`src/rtl/anc_pkg.sv`:
```
// Shared Q1.15 constants, FSM state type and saturation helper for the adaptive noise canceller.
// Everything here is combinational; there is no latency and no flow control.
package anc_pkg;

  localparam int DATA_W = 16;
  localparam int FRAC   = 15;

  localparam logic signed [DATA_W-1:0] Q_MAX          = 16'sh7FFF;
  localparam logic signed [DATA_W-1:0] Q_MIN          = 16'sh8000;
  localparam logic signed [DATA_W-1:0] W_INIT_DEFAULT = 16'sh2000;

  typedef enum logic [1:0] {
    ST_IDLE   = 2'd0,
    ST_UPDATE = 2'd1,
    ST_DONE   = 2'd2
  } lms_state_e;

  // In range exactly when the three top bits agree; otherwise clamp by sign.
  function automatic logic signed [DATA_W-1:0] sat16(input logic signed [DATA_W+1:0] v);
    logic signed [DATA_W-1:0] r;
    if (v[DATA_W+1:DATA_W-1] == 3'b000 || v[DATA_W+1:DATA_W-1] == 3'b111) begin
      r = v[DATA_W-1:0];
    end else if (v[DATA_W+1]) begin
      r = Q_MIN;
    end else begin
      r = Q_MAX;
    end
    return r;
  endfunction

endpackage

```
`src/rtl/anc_sat_mac.sv`:
```
// Saturating Q1.15 multiply-accumulate: y = sat(w + floor(a*b / 2^15)).
// Purely combinational, zero latency, no backpressure.
module anc_sat_mac
  import anc_pkg::*;
(
  input  logic signed [DATA_W-1:0] w_i,
  input  logic signed [DATA_W-1:0] a_i,
  input  logic signed [DATA_W-1:0] b_i,
  output logic signed [DATA_W-1:0] y_o
);

  logic signed [2*DATA_W-1:0] prod;
  logic signed [DATA_W:0]     delta;
  logic signed [DATA_W+1:0]   sum;
  logic                       unused_frac;

  // Both operands sign-extended to full width, so the low 32 bits are the signed product.
  assign prod        = $signed({{DATA_W{a_i[DATA_W-1]}}, a_i}) * $signed({{DATA_W{b_i[DATA_W-1]}}, b_i});
  assign delta       = prod[2*DATA_W-1:FRAC];
  assign unused_frac = ^prod[FRAC-1:0];
  assign sum         = $signed({{2{w_i[DATA_W-1]}}, w_i}) + $signed({delta[DATA_W], delta});
  assign y_o         = sat16(sum);

endmodule

```
`src/rtl/lms_weight_update.sv`:
```
// LMS coefficient engine: per error sample, serially updates w[i] += (e>>>MU_SHIFT)*x[i], one tap per cycle.
// Writes appear 1..TAPS cycles after accept, done at TAPS+1; err_valid while busy is dropped and flagged.
module lms_weight_update
  import anc_pkg::*;
#(
  parameter int                       TAPS     = 4,
  parameter int                       MU_SHIFT = 4,
  parameter logic signed [DATA_W-1:0] W_INIT   = W_INIT_DEFAULT,
  localparam int                      ADDR_W   = $clog2(TAPS)
) (
  input  logic                     clk,
  input  logic                     rst,
  input  logic signed [DATA_W-1:0] sample_in,
  input  logic                     sample_valid,
  input  logic signed [DATA_W-1:0] err_in,
  input  logic                     err_valid,
  output logic                     coeff_wr_en,
  output logic [ADDR_W-1:0]        coeff_wr_addr,
  output logic signed [DATA_W-1:0] coeff_wr_data,
  output logic                     busy,
  output logic                     done,
  output logic                     err_drop
);

  localparam logic [ADDR_W-1:0] LAST = ADDR_W'(TAPS - 1);

  lms_state_e               state_q, state_d;
  logic [ADDR_W-1:0]        idx_q, idx_d;
  logic signed [DATA_W-1:0] mu_e_q;
  logic signed [DATA_W-1:0] x_q  [TAPS];
  logic signed [DATA_W-1:0] xs_q [TAPS];
  logic signed [DATA_W-1:0] w_q  [TAPS];

  logic                     wr_en_q, busy_q, done_q, drop_q;
  logic [ADDR_W-1:0]        wr_addr_q;
  logic signed [DATA_W-1:0] wr_data_q;

  logic                     accept, wr_go;
  logic [ADDR_W-1:0]        tap_sel;
  logic signed [DATA_W-1:0] mu_e_in, mac_a, mac_b, mac_y;

  assign mu_e_in = err_in >>> MU_SHIFT;
  assign accept  = (state_q == ST_IDLE) && err_valid;

  // Tap 0 is computed at the accept edge straight from err_in and the live delay line,
  // so each registered write lands one cycle ahead of the next tap's computation.
  always_comb begin
    state_d = state_q;
    idx_d   = idx_q;
    tap_sel = '0;
    mac_a   = mu_e_in;
    mac_b   = x_q[0];
    wr_go   = 1'b0;
    case (state_q)
      ST_IDLE: begin
        if (err_valid) begin
          state_d = ST_UPDATE;
          idx_d   = '0;
          wr_go   = 1'b1;
        end
      end
      ST_UPDATE: begin
        mac_a = mu_e_q;
        if (idx_q == LAST) begin
          state_d = ST_DONE;
        end else begin
          idx_d   = idx_q + ADDR_W'(1);
          tap_sel = idx_d;
          wr_go   = 1'b1;
        end
        mac_b = xs_q[tap_sel];
      end
      ST_DONE: state_d = ST_IDLE;
      default: state_d = ST_IDLE;
    endcase
  end

  anc_sat_mac u_mac (
    .w_i (w_q[tap_sel]),
    .a_i (mac_a),
    .b_i (mac_b),
    .y_o (mac_y)
  );

  always_ff @(posedge clk) begin
    if (rst) begin
      state_q   <= ST_IDLE;
      idx_q     <= '0;
      mu_e_q    <= '0;
      wr_en_q   <= 1'b0;
      wr_addr_q <= '0;
      wr_data_q <= '0;
      busy_q    <= 1'b0;
      done_q    <= 1'b0;
      drop_q    <= 1'b0;
      for (int i = 0; i < TAPS; i++) begin
        x_q[i]  <= '0;
        xs_q[i] <= '0;
        w_q[i]  <= W_INIT;
      end
    end else begin
      state_q <= state_d;
      idx_q   <= idx_d;
      if (sample_valid) begin
        x_q[0] <= sample_in;
        for (int i = 1; i < TAPS; i++) x_q[i] <= x_q[i-1];
      end
      if (accept) begin
        mu_e_q <= mu_e_in;
        xs_q   <= x_q;
      end
      if (wr_go) w_q[tap_sel] <= mac_y;
      wr_en_q   <= wr_go;
      wr_addr_q <= wr_go ? tap_sel : '0;
      wr_data_q <= wr_go ? mac_y : '0;
      busy_q    <= (state_d != ST_IDLE);
      done_q    <= (state_d == ST_DONE);
      drop_q    <= err_valid && (state_q != ST_IDLE);
    end
  end

  assign coeff_wr_en   = wr_en_q;
  assign coeff_wr_addr = wr_addr_q;
  assign coeff_wr_data = wr_data_q;
  assign busy          = busy_q;
  assign done          = done_q;
  assign err_drop      = drop_q;

endmodule

```
`config.mk`:
```
export PLATFORM = sky130hd
export DESIGN_NAME = lms_weight_update
export DESIGN_NICKNAME = d
export VERILOG_FILES = /design/src/rtl/anc_pkg.sv /design/src/rtl/anc_sat_mac.sv /design/src/rtl/lms_weight_update.sv
export SDC_FILE = /design/constraint.sdc
export NUM_CORES = 1
export LEC_CHECK = 0
export BUFFER_PORTS_ARGS = -buffer_cell sky130_fd_sc_hd__buf_2
export CAP_MARGIN = 20
export CELL_PAD_IN_SITES_DETAIL_PLACEMENT = 1
export CELL_PAD_IN_SITES_GLOBAL_PLACEMENT = 1
export CORE_UTILIZATION = 45
export CTS_CLUSTER_DIAMETER = 60
export CTS_CLUSTER_SIZE = 16
export DETAILED_ROUTE_END_ITERATION = 6
export PLACE_DENSITY = 0.83
export SETUP_SLACK_MARGIN = 0.02
export SLEW_MARGIN = 25
export SYNTH_ARGS = -nofsm -noshare
export SYNTH_HDL_FRONTEND = slang
export SYNTH_SLANG_ARGS = --single-unit
```
`constraint.sdc`:
```
create_clock -name clk -period 12.8 [get_ports clk]
set_input_delay 3.84 -clock clk [delete_from_list [all_inputs] [get_ports clk]]
set_output_delay 3.84 -clock clk [all_outputs]
set_load 0.05 [all_outputs]
```
==> impl_metrics.yaml <==
run_status:
  status: "completed"
routing:
  via_per_inst: 5.53
  drt-total-wl_um: 49500
  antenna_left: 0
  first_pass_iters: 5
  via_count: 13909
  first_iter_violations: 744
  wl_per_cell_um: 19.7
  drc: 0
placement:
  placed_cells: 2476
  placed_cell_area_mm2: 0.0191
  io_buffers: 53
  place_hpwl_um: 38200
  place_ws_ps: 129
  place_congestion: 0.901
sta:
  hold_viol_final: 0
  setup_violations: 0
  worst_clock_skew_ps: 14.4
  setup_tns_ps: 0
  worst_pin_slew_ps: 1020
  grt_setup_unrepaired: "false"
  setup_ws_ps: 541
  finalMaxSlewViolations: 0
  fin_crit_sh: 0.958
  max-slew-margin-rel: 0.305
  fmax_mhz: 81.6
  layout_min_cycle_time_ps: 12260
clocking:
  cts_buffers: 23
  tritoncts: "built"
  clkTransAtPathRegs_ps: 70
  cts_root_buf: "clkbuf_16"
  htreeDepth: 1
  postCtsSetupRepairBufs: 0
  ctsResizeCount: 0
  clock_latency_ps: 520
  numClockSinks: 230
  cts.path.max_buffers: 3
  holdBufCountCts: 0
pwr:
  power.density_mw_per_mm2: 235
  ir_drop_uv: 459
  finalPower_uw: 4660
  p_leak_uw: 0.00916
worst_setup_path:
  reg2reg_depth: 32
  cpPeakStageDelay_ps: 720
  slowest_stage: "fa_1"
  cp_max_fo: 75
  worst_setup_path_end_kind: "register"
  arrival_ps: 12500
  start_kind: "primary input"
  setup.worst_path.class: "primary input to register"
  required_ps: 13040
  cp_common_cell: "fa_1"
final_layout:
  stdcell_area_mm2: 0.0198
  layout_common_cells: "nand2_1 (347), inv_1 (260), fa_1 (220)"
  ff_latch_area_mm2: 0.00525
  nNetsFinal: 2328
  n_fill_cell: 4575
  diodes: 0
  final_common_cell: "nand2_1"
  drive_gt1_frac: 0.0859
  areaGrowthSynthToFinish_pct: 9.32
  final_cells: 2515
  multi_input_area_mm2: 0.0116
yosys:
  ys_types: 57
  yosysSeqAreaShare: 0.289
  synth_edf_count: 64
  synth_area_mm2: 0.0181
  syn_nets: 2298
  synth_seq_cells: 230
  dominantRegCellSynth: "dfxtp_1"
  synth.avg_cell_area_um2: 9.32
  synth-async-reset-ratio: 0
  synth_warnings: 0
  netlist_instances: 1946
hold_path:
  min_path_type: "register to register"
  whs_path_depth: 2
die:
  die_h_um: 203
  design.core.area_mm2: 0.0397
  start_util: 0.456
  fp.dieArea_mm2: 0.0411
  num_io_pins: 58
  die_w_um: 203
  num_rows: 73
grt:
  grt_max_degree: 98
  antenna_found_initial: 0
  grt_overflow: 0
  grt.total_usage: 0.252
  grt_pass1_wl_um: 82600
  grt_pass1_vias: 15454
job:
  max-cap-violations: 0
## layer usage
metal	vias up	part of all wire	global-route usage
li1	6383	-	-
met1	7154	0.42	0.319
met2	275	0.51	0.447
met3	97	0.036	0.0294
met4	0	0.029	0.0781
met5	-	0	0
## sequential cells by signal, summed over array words and instances (netlist names)
register	count
busy	1
coeff_wr_addr	2
coeff_wr_data	16
coeff_wr_en	1
done	1
err_drop	1
idx_q	2
mu_e_q	12
state_q	2
w_q	64
x_q	64
xs_q	64
## report_power, final
part	internal, µW	switching, µW
Combinational	1070	1970
Clock	345	308
Sequential	931	32.7
## final cells by class
| class | instances | area share |
|---|---|---|
| inverters | 260 | 0.0492 |
| multi-input cells | 1361 | 0.584 |
| clock buffers | 29 | 0.0302 |
| well taps | 525 | 0.0331 |
| clock inverters | 10 | 0.00562 |
| repair buffers | 100 | 0.0335 |
| flip-flops and latches | 230 | 0.265 |
## final timing paths
check / start / endpoint / slack (ps)
setup reg to reg: idx_q[0] / w_q[0][12] / 2030
setup / recovery: err_in[15] / w_q[0][12] / 540
hold / removal: x_q[8] / xs_q[8] / 460
hold reg to reg: x_q[8] / xs_q[8] / 460
## worst max-delay path: cells and delay by family
family | cells | cell delay, ps
XOR/XNOR | 2 | 710
AO/OA/AOI/OAI | 10 | 2170
adder cells (fa/ha/maj) | 8 | 3970
buffers and inverters | 6 | 820
AND/OR/NAND/NOR | 8 | 960
## Yosys cell counts (18+ instances only)
cell type    n  area share
o21ai_0     23      0.0063
dfxtp_1    166        0.18
inv_1      259       0.054
ha_1        96       0.066
edfxtp_1    64        0.11
nor2b_1     22      0.0076
clkbuf_1    68       0.014
nand2_1    348       0.072
fa_1       220        0.24
a31oi_1     18      0.0062
nor2_1     178       0.037
a21o_1      20      0.0083
mux2i_1     89       0.049
a211oi_1    18      0.0075
a21oi_1    119       0.033
o31ai_1     66       0.027
## stage by stage
| stage | hold slack (ps) | utilization |
|---|---|---|
| 2_1_floorplan | 431 | - |
| 3_3_place_gp | 436 | 0.481 |
| 3_5_place_dp | 448 | 0.481 |
| 4_1_cts | 458 | 0.499 |
| 5_1_grt | 475 | 0.499 |
| 6_report | 455 | 0.499 |
## cell families after synthesis
logic type	share of synthesized area
simple gates	0.137
xor+xnor	0.0159
compound gates	0.106
fa+ha+maj	0.309
mux	0.0684
buf+inv	0.0745
flops	0.289
Power figures use the tool's default switching activity.
